===== src/rtl/alu_rr_arbiter_if.sv =====
// Request, ALU-drive and response signals of alu_rr_arbiter.
// ALU_ARB_FLAGREG_EN adds the per-requester set-flags bits and the nzcv flag register output.
interface alu_rr_arbiter_if #(
  parameter int NREQ = 2,
  parameter int IDW  = 2
);
  logic [NREQ-1:0]    req_valid;
  logic [NREQ-1:0]    req_ready;
  logic [2*NREQ-1:0]  req_op;
  logic [32*NREQ-1:0] req_a;
  logic [32*NREQ-1:0] req_b;
  logic [31:0]        alu_srcA;
  logic [31:0]        alu_srcB;
  logic [1:0]         alu_ctrl;
  logic [31:0]        alu_result;
  logic [3:0]         alu_flags;
  logic               rsp_valid;
  logic               rsp_ready;
  logic [IDW-1:0]     rsp_id;
  logic [31:0]        rsp_result;
  logic [3:0]         rsp_flags;
  logic               rsp_err;
`ifdef ALU_ARB_FLAGREG_EN
  logic [NREQ-1:0]    req_s;
  logic [3:0]         nzcv;

  modport master (
    output req_valid, req_op, req_a, req_b, req_s, alu_result, alu_flags, rsp_ready,
    input  req_ready, alu_srcA, alu_srcB, alu_ctrl, rsp_valid, rsp_id, rsp_result,
           rsp_flags, rsp_err, nzcv
  );
  modport slave (
    input  req_valid, req_op, req_a, req_b, req_s, alu_result, alu_flags, rsp_ready,
    output req_ready, alu_srcA, alu_srcB, alu_ctrl, rsp_valid, rsp_id, rsp_result,
           rsp_flags, rsp_err, nzcv
  );
`else
  modport master (
    output req_valid, req_op, req_a, req_b, alu_result, alu_flags, rsp_ready,
    input  req_ready, alu_srcA, alu_srcB, alu_ctrl, rsp_valid, rsp_id, rsp_result,
           rsp_flags, rsp_err
  );
  modport slave (
    input  req_valid, req_op, req_a, req_b, alu_result, alu_flags, rsp_ready,
    output req_ready, alu_srcA, alu_srcB, alu_ctrl, rsp_valid, rsp_id, rsp_result,
           rsp_flags, rsp_err
  );
`endif
endinterface


===== src/rtl/alu_rr_arbiter.sv =====
// Round-robin sharing of one external combinational ALU, with a one-entry response register.
// ALU_ARB_FLAGREG_EN adds an NZCV register loaded on grants whose set-flags bit is 1.
//
// state | meaning
// EMPTY | response register empty, a request may issue
// FULL  | rsp_valid=1, refill only while rsp_ready drains it
module alu_rr_arbiter #(
  parameter int NREQ = 2,
  parameter int IDW  = 2
) (
  input logic              clk,
  input logic              reset,
  alu_rr_arbiter_if.slave  bus
);
  typedef enum logic {EMPTY, FULL} state_t;

  state_t          state, state_nx;
  logic [IDW-1:0]  ptr;
  logic [IDW-1:0]  gnt_idx;
  logic            gnt_any;
  logic            grant;
  logic            issue;
  logic [1:0]      sel_op;
  logic            op_ill;
  int              k;

  logic [IDW-1:0]  rsp_id_q;
  logic [31:0]     rsp_result_q;
  logic [3:0]      rsp_flags_q;
  logic            rsp_err_q;

  // First valid requester at or after ptr; falls back to ptr when nothing is valid.
  always_comb begin
    gnt_any = 1'b0;
    gnt_idx = ptr;
    k       = 0;
    for (int i = 0; i < NREQ; i++) begin
      k = int'(ptr) + i;
      if (k >= NREQ) k = k - NREQ;
      if (!gnt_any && bus.req_valid[k]) begin
        gnt_any = 1'b1;
        gnt_idx = IDW'(k);
      end
    end
  end

  always_comb begin
    sel_op       = bus.req_op[int'(gnt_idx)*2 +: 2];
    op_ill       = (sel_op == 2'b11);
    bus.alu_srcA = bus.req_a[int'(gnt_idx)*32 +: 32];
    bus.alu_srcB = bus.req_b[int'(gnt_idx)*32 +: 32];
    bus.alu_ctrl = op_ill ? 2'b00 : sel_op;
  end

  always_ff @(posedge clk or posedge reset) begin
    if (reset) state <= EMPTY;
    else       state <= state_nx;
  end

  always_comb begin
    state_nx      = state;
    issue         = (state == EMPTY) || bus.rsp_ready;
    grant         = issue && gnt_any;
    bus.req_ready = '0;
    if (grant) begin
      bus.req_ready = NREQ'(1) << gnt_idx;
      state_nx      = FULL;
    end else if (state == FULL && bus.rsp_ready) begin
      state_nx      = EMPTY;
    end
  end

  always_ff @(posedge clk or posedge reset) begin
    if (reset) begin
      ptr <= '0;
    end else if (grant) begin
      if (int'(gnt_idx) == NREQ-1) ptr <= '0;
      else                         ptr <= gnt_idx + IDW'(1);
    end
  end

  // Illegal op still completes, but reports zero result/flags with rsp_err set.
  always_ff @(posedge clk or posedge reset) begin
    if (reset) begin
      rsp_id_q     <= '0;
      rsp_result_q <= '0;
      rsp_flags_q  <= '0;
      rsp_err_q    <= 1'b0;
    end else if (grant) begin
      rsp_id_q     <= gnt_idx;
      rsp_err_q    <= op_ill;
      rsp_result_q <= op_ill ? 32'd0 : bus.alu_result;
      rsp_flags_q  <= op_ill ? 4'd0  : bus.alu_flags;
    end
  end

  assign bus.rsp_valid  = (state == FULL);
  assign bus.rsp_id     = rsp_id_q;
  assign bus.rsp_result = rsp_result_q;
  assign bus.rsp_flags  = rsp_flags_q;
  assign bus.rsp_err    = rsp_err_q;

`ifdef ALU_ARB_FLAGREG_EN
  logic [3:0] nzcv_q;

  always_ff @(posedge clk or posedge reset) begin
    if (reset)
      nzcv_q <= 4'd0;
    else if (grant && bus.req_s[gnt_idx] && !op_ill)
      nzcv_q <= bus.alu_flags;
  end

  assign bus.nzcv = nzcv_q;
`endif
endmodule


===== src/flat_wrapper.sv =====
// flat-port wrapper written by rule: the top's interface ports become plain ports
module alu_rr_arbiter_flat 
#(
  parameter int NREQ = 2,
  parameter int IDW  = 2
)
  (clk, reset, bus_req_valid, bus_req_op, bus_req_a, bus_req_b, bus_alu_result, bus_alu_flags, bus_rsp_ready, bus_req_ready, bus_alu_srcA, bus_alu_srcB, bus_alu_ctrl, bus_rsp_valid, bus_rsp_id, bus_rsp_result, bus_rsp_flags, bus_rsp_err);
  alu_rr_arbiter_if #(.NREQ(NREQ), .IDW(IDW)) bus_i ();
  input logic clk;
  input logic reset;
  input wire logic [$bits(bus_i.req_valid)-1:0] bus_req_valid;
  input wire logic [$bits(bus_i.req_op)-1:0] bus_req_op;
  input wire logic [$bits(bus_i.req_a)-1:0] bus_req_a;
  input wire logic [$bits(bus_i.req_b)-1:0] bus_req_b;
  input wire logic [$bits(bus_i.alu_result)-1:0] bus_alu_result;
  input wire logic [$bits(bus_i.alu_flags)-1:0] bus_alu_flags;
  input wire logic [$bits(bus_i.rsp_ready)-1:0] bus_rsp_ready;
  output wire logic [$bits(bus_i.req_ready)-1:0] bus_req_ready;
  output wire logic [$bits(bus_i.alu_srcA)-1:0] bus_alu_srcA;
  output wire logic [$bits(bus_i.alu_srcB)-1:0] bus_alu_srcB;
  output wire logic [$bits(bus_i.alu_ctrl)-1:0] bus_alu_ctrl;
  output wire logic [$bits(bus_i.rsp_valid)-1:0] bus_rsp_valid;
  output wire logic [$bits(bus_i.rsp_id)-1:0] bus_rsp_id;
  output wire logic [$bits(bus_i.rsp_result)-1:0] bus_rsp_result;
  output wire logic [$bits(bus_i.rsp_flags)-1:0] bus_rsp_flags;
  output wire logic [$bits(bus_i.rsp_err)-1:0] bus_rsp_err;
  assign bus_i.req_valid = bus_req_valid;
  assign bus_i.req_op = bus_req_op;
  assign bus_i.req_a = bus_req_a;
  assign bus_i.req_b = bus_req_b;
  assign bus_i.alu_result = bus_alu_result;
  assign bus_i.alu_flags = bus_alu_flags;
  assign bus_i.rsp_ready = bus_rsp_ready;
  assign bus_req_ready = bus_i.req_ready;
  assign bus_alu_srcA = bus_i.alu_srcA;
  assign bus_alu_srcB = bus_i.alu_srcB;
  assign bus_alu_ctrl = bus_i.alu_ctrl;
  assign bus_rsp_valid = bus_i.rsp_valid;
  assign bus_rsp_id = bus_i.rsp_id;
  assign bus_rsp_result = bus_i.rsp_result;
  assign bus_rsp_flags = bus_i.rsp_flags;
  assign bus_rsp_err = bus_i.rsp_err;
  alu_rr_arbiter #(.NREQ(NREQ), .IDW(IDW)) u_core (.clk(clk), .reset(reset), .bus(bus_i));
endmodule

===== config.mk =====
export PLATFORM = sky130hd
export DESIGN_NAME = alu_rr_arbiter_flat
export DESIGN_NICKNAME = d
export VERILOG_FILES = /design/src/rtl/alu_rr_arbiter_if.sv /design/src/rtl/alu_rr_arbiter.sv /design/src/flat_wrapper.sv
export SDC_FILE = /design/constraint.sdc
export NUM_CORES = 1
export LEC_CHECK = 0
export BUFFER_PORTS_ARGS = -buffer_cell sky130_fd_sc_hd__buf_2
export CORE_AREA = 2 2 108 110
export DETAILED_ROUTE_END_ITERATION = 10
export DIE_AREA = 0 0 110 112
export PLACE_DENSITY = 0.59
export SLEW_MARGIN = 20
export SYNTH_ARGS = -nofsm -noshare
export SYNTH_HDL_FRONTEND = slang
export SYNTH_SLANG_ARGS = --single-unit

===== constraint.sdc =====
create_clock -name clk -period 1.4 [get_ports clk]
set_input_delay 0 -clock clk [delete_from_list [all_inputs] [get_ports clk]]
set_output_delay 0 -clock clk [all_outputs]
set_load 0.005 [all_outputs]

==> qor.txt <==
CTS tree: built
antenna violations before repair: 1
crit path capture: bus_alu_srcB[7]
final setup fails: 104
Clock Path Buffers: 2
P_leak: 2.840 nW
Hold WS: 0.1119 ns
Net Sw Frac: 31.65%
mapped cell area: 2592 µm²
part of the power in the clock network: 24.2%
I/O pins: 281
share of layout cells above drive strength 1: 61.81%
actual slew at the worst max-slew pin: 0.5535 ns
Fmax achieved: 533.1 MHz
Die Ht: 112 µm
CP arrival: 1.88 ns
DR WL/cell: 17.06 µm
critical path launch point type: flop
Via density: 4.646
first-pass GRT wire length: 17.75 mm
Sw Pwr: 0.001735 W
peak supply drop: 584.0 µV
failing checks: negative setup slack
Max Cap Viol: 0
R2R setup slack: -0.39 ns
worst r2r dst: u_core.bus.rsp_flags[2]
router iterations before antenna repair: 4
sequential area share after synthesis: 40.54%
initial core utilization: 23.20%
vias in the first global route: 3509
Power Density: 1050 nW/µm²
Max Slew Vio Count: 0
Mean Syn Cell Area: 9.427 µm²
GRT overflow: 0
DRC errors left: 0
Final WS setup: -0.4759 ns
die width: 110 µm
GPL Wtd Cong: 0.8480
Logic pwr share: 48.3%
syn_nets: 448
largest net degree at the start of global routing: 43
WL final: 13.00 mm
DPL Wire Length: 8.982 mm
sequential power share: 27.5%
Critical Path RT: 1.40 ns
CP startpoint: u_core.ptr[0]
Yosys warning total: 0
total die area: 12320 µm²
Antenna Nets Post-Route: 0
row cnt: 39
final hold vios: 0
hold crit path type: in2reg
Post-Syn Instances: 275
Max H-tree Level: 2
CTS Root Cell: clkbuf_16
# nets final: 791
min Tclk post-route: 1.876 ns
Placeable Area: 11170 µm²
port bufs: 280
status: finished, violations left
#FFs+latches synth: 42
latest clock arrival within the worst-skew pair: 0.28 ns
CP endpoint kind: output pin
Synth cell types: 27
clock-pin slew on the worst setup and hold paths: 0.06 ns
Post-DP Area: 4307 µm²
Slew HR: 63.10%
crit path kind: reg2out
Layout fillers: 1081
unrepaired setup endpoints after global routing: true
reg2reg start: u_core.ptr[1]
CTS Sinks: 42
post-route cell area: 5223 µm²
crit share post-route: 134.0%
violation count after the first detailed-route iteration: 141
P&R area growth vs syn: 101.4%
number of buffers created by CTS: 5
Worst Skew: 0.003352 ns
Worst R2R Path Depth: 8
Int Power: 0.003746 W
vias: 3540
GRT Overall Usage: 18.59%
Crit Path Max Fanout: 7
synthesized netlist by cell type, drive strengths merged:
cell type	count	share of area, %
o21a	3	0.87
dfrtp	42	41
nor2b	2	0.48
a22oi	1	0.82
o211ai	2	0.58
o21bai	1	0.29
mux2	1	0.43
a21o	1	0.29
clkbuf	7	1.0
nand3	1	0.19
nand2b	1	0.24
nand2	77	11
and2	4	1.1
nor3b	2	0.77
a22o	65	22
o21ai	37	11
buf	19	6.1
inv	2	0.29
nor2	4	0.58
o31ai	2	0.58
or3	1	0.24
metrics by stage:
| stage | cells | TNS, ns | util (%) | setup slack, ns | power (W) |
|---|---|---|---|---|---|
| after floorplan | 275 | -1.697 | - | -0.04700 | 0.002605 |
| after global placement | 700 | -17.38 | 38.54 | -0.2447 | 0.003582 |
| after detailed placement | 700 | -20.59 | 38.54 | -0.2802 | 0.003631 |
| after CTS | 752 | -38.36 | 44.74 | -0.4603 | 0.005252 |
| after global routing | 762 | -47.42 | 46.74 | -0.5202 | 0.005806 |
| final | 762 | -39.83 | 46.74 | -0.4759 | 0.005481 |
critical path, stage by stage (launching register included):
cell     delay (ns)
dfrtp_1        0.39
nor3b_4        0.17
or3_4          0.46
buf_12         0.18
a22o_1         0.24
buf_2          0.15
repair_timing:
item / 4_1_cts / 5_1_grt
pin swaps: 4 / 59
hold endpoints to repair: 78 / 0
cloned: 4 / 7
buffers inserted: 4 / 2
resized for setup: 8 / 26
hold buffers: 37 / 0
endpoints found under the setup margin: 104 / 105
how the worst min path moves through the flow:
stage / to / start / cells past startpoint
2_1_floorplan: u_core.bus.rsp_valid / bus_req_valid[0] / 2
3_3_place_gp: u_core.bus.rsp_result[28] / reset / 3
3_5_place_dp: u_core.bus.rsp_result[2] / reset / 3
4_1_cts: u_core.bus.rsp_valid / bus_req_valid[0] / 4
5_1_grt: u_core.bus.rsp_valid / bus_rsp_ready / 4
6_report: u_core.bus.rsp_valid / bus_rsp_ready / 4
flip-flops by register name, indices dropped and copies added (netlist names):
register,flops
u_core.bus.rsp_result,32
u_core.bus.rsp_flags,4
u_core.bus.rsp_valid,1
u_core.bus.rsp_err,1
u_core.ptr,2
u_core.bus.rsp_id,2
placed cells by master (no fill, tap or decap), drive strengths merged, types with 2 or more instances in the layout:
cell type,n
a22o,65
and2,4
buf,320
clkbuf,10
dfrtp,42
dlygate4sd3,37
nand2,77
nor2,4
nor2b,2
nor3b,2
o211ai,2
o21a,3
o21ai,37
o31ai,2
or3,2
power by group through the flow:
stage	clock network (W)	logic (W)	registers, W
floorplan	0	0.00107	0.00154
global route	0.00142	0.00286	0.00153
detailed placement	0	0.00210	0.00153
finish	0.00133	0.00264	0.00151
CTS	0.00136	0.00239	0.00151
global placement	0	0.00206	0.00152
layer usage:
| layer | share of wire (%) | routed length [µm] | vias up | GRT usage (%) |
|---|---|---|---|---|
| met4 | 0.78 | 101 | 0 | 3.291 |
| met1 | 37 | 4870 | 1685 | 20.97 |
| met5 | 0 | 0 | - | 0 |
| met3 | 7.4 | 956 | 8 | 3.923 |
| li1 | - | - | 1682 | - |
| met2 | 54 | 7070 | 165 | 35.38 |
cell families after synthesis:
group / share of synthesized area, %
compound gates: 36.87
simple gates: 14.72
flops: 40.54
buf+inv: 7.433
mux: 0.4343
layout make-up:
| cell class | instances | area, µm² | share of cell area, % |
|---|---|---|---|
| antenna | 1 | 2.502 | 0.04792 |
| clock buffer | 6 | 138.9 | 2.659 |
| clock inverter | 1 | 30.03 | 0.5750 |
| inverter | 2 | 7.507 | 0.1437 |
| multi-input combinational | 206 | 1450 | 27.77 |
| sequential | 42 | 1052 | 20.15 |
| tap | 143 | 178.9 | 3.426 |
| timing repair buffer | 361 | 2362 | 45.23 |
Power figures use the tool's default switching activity.
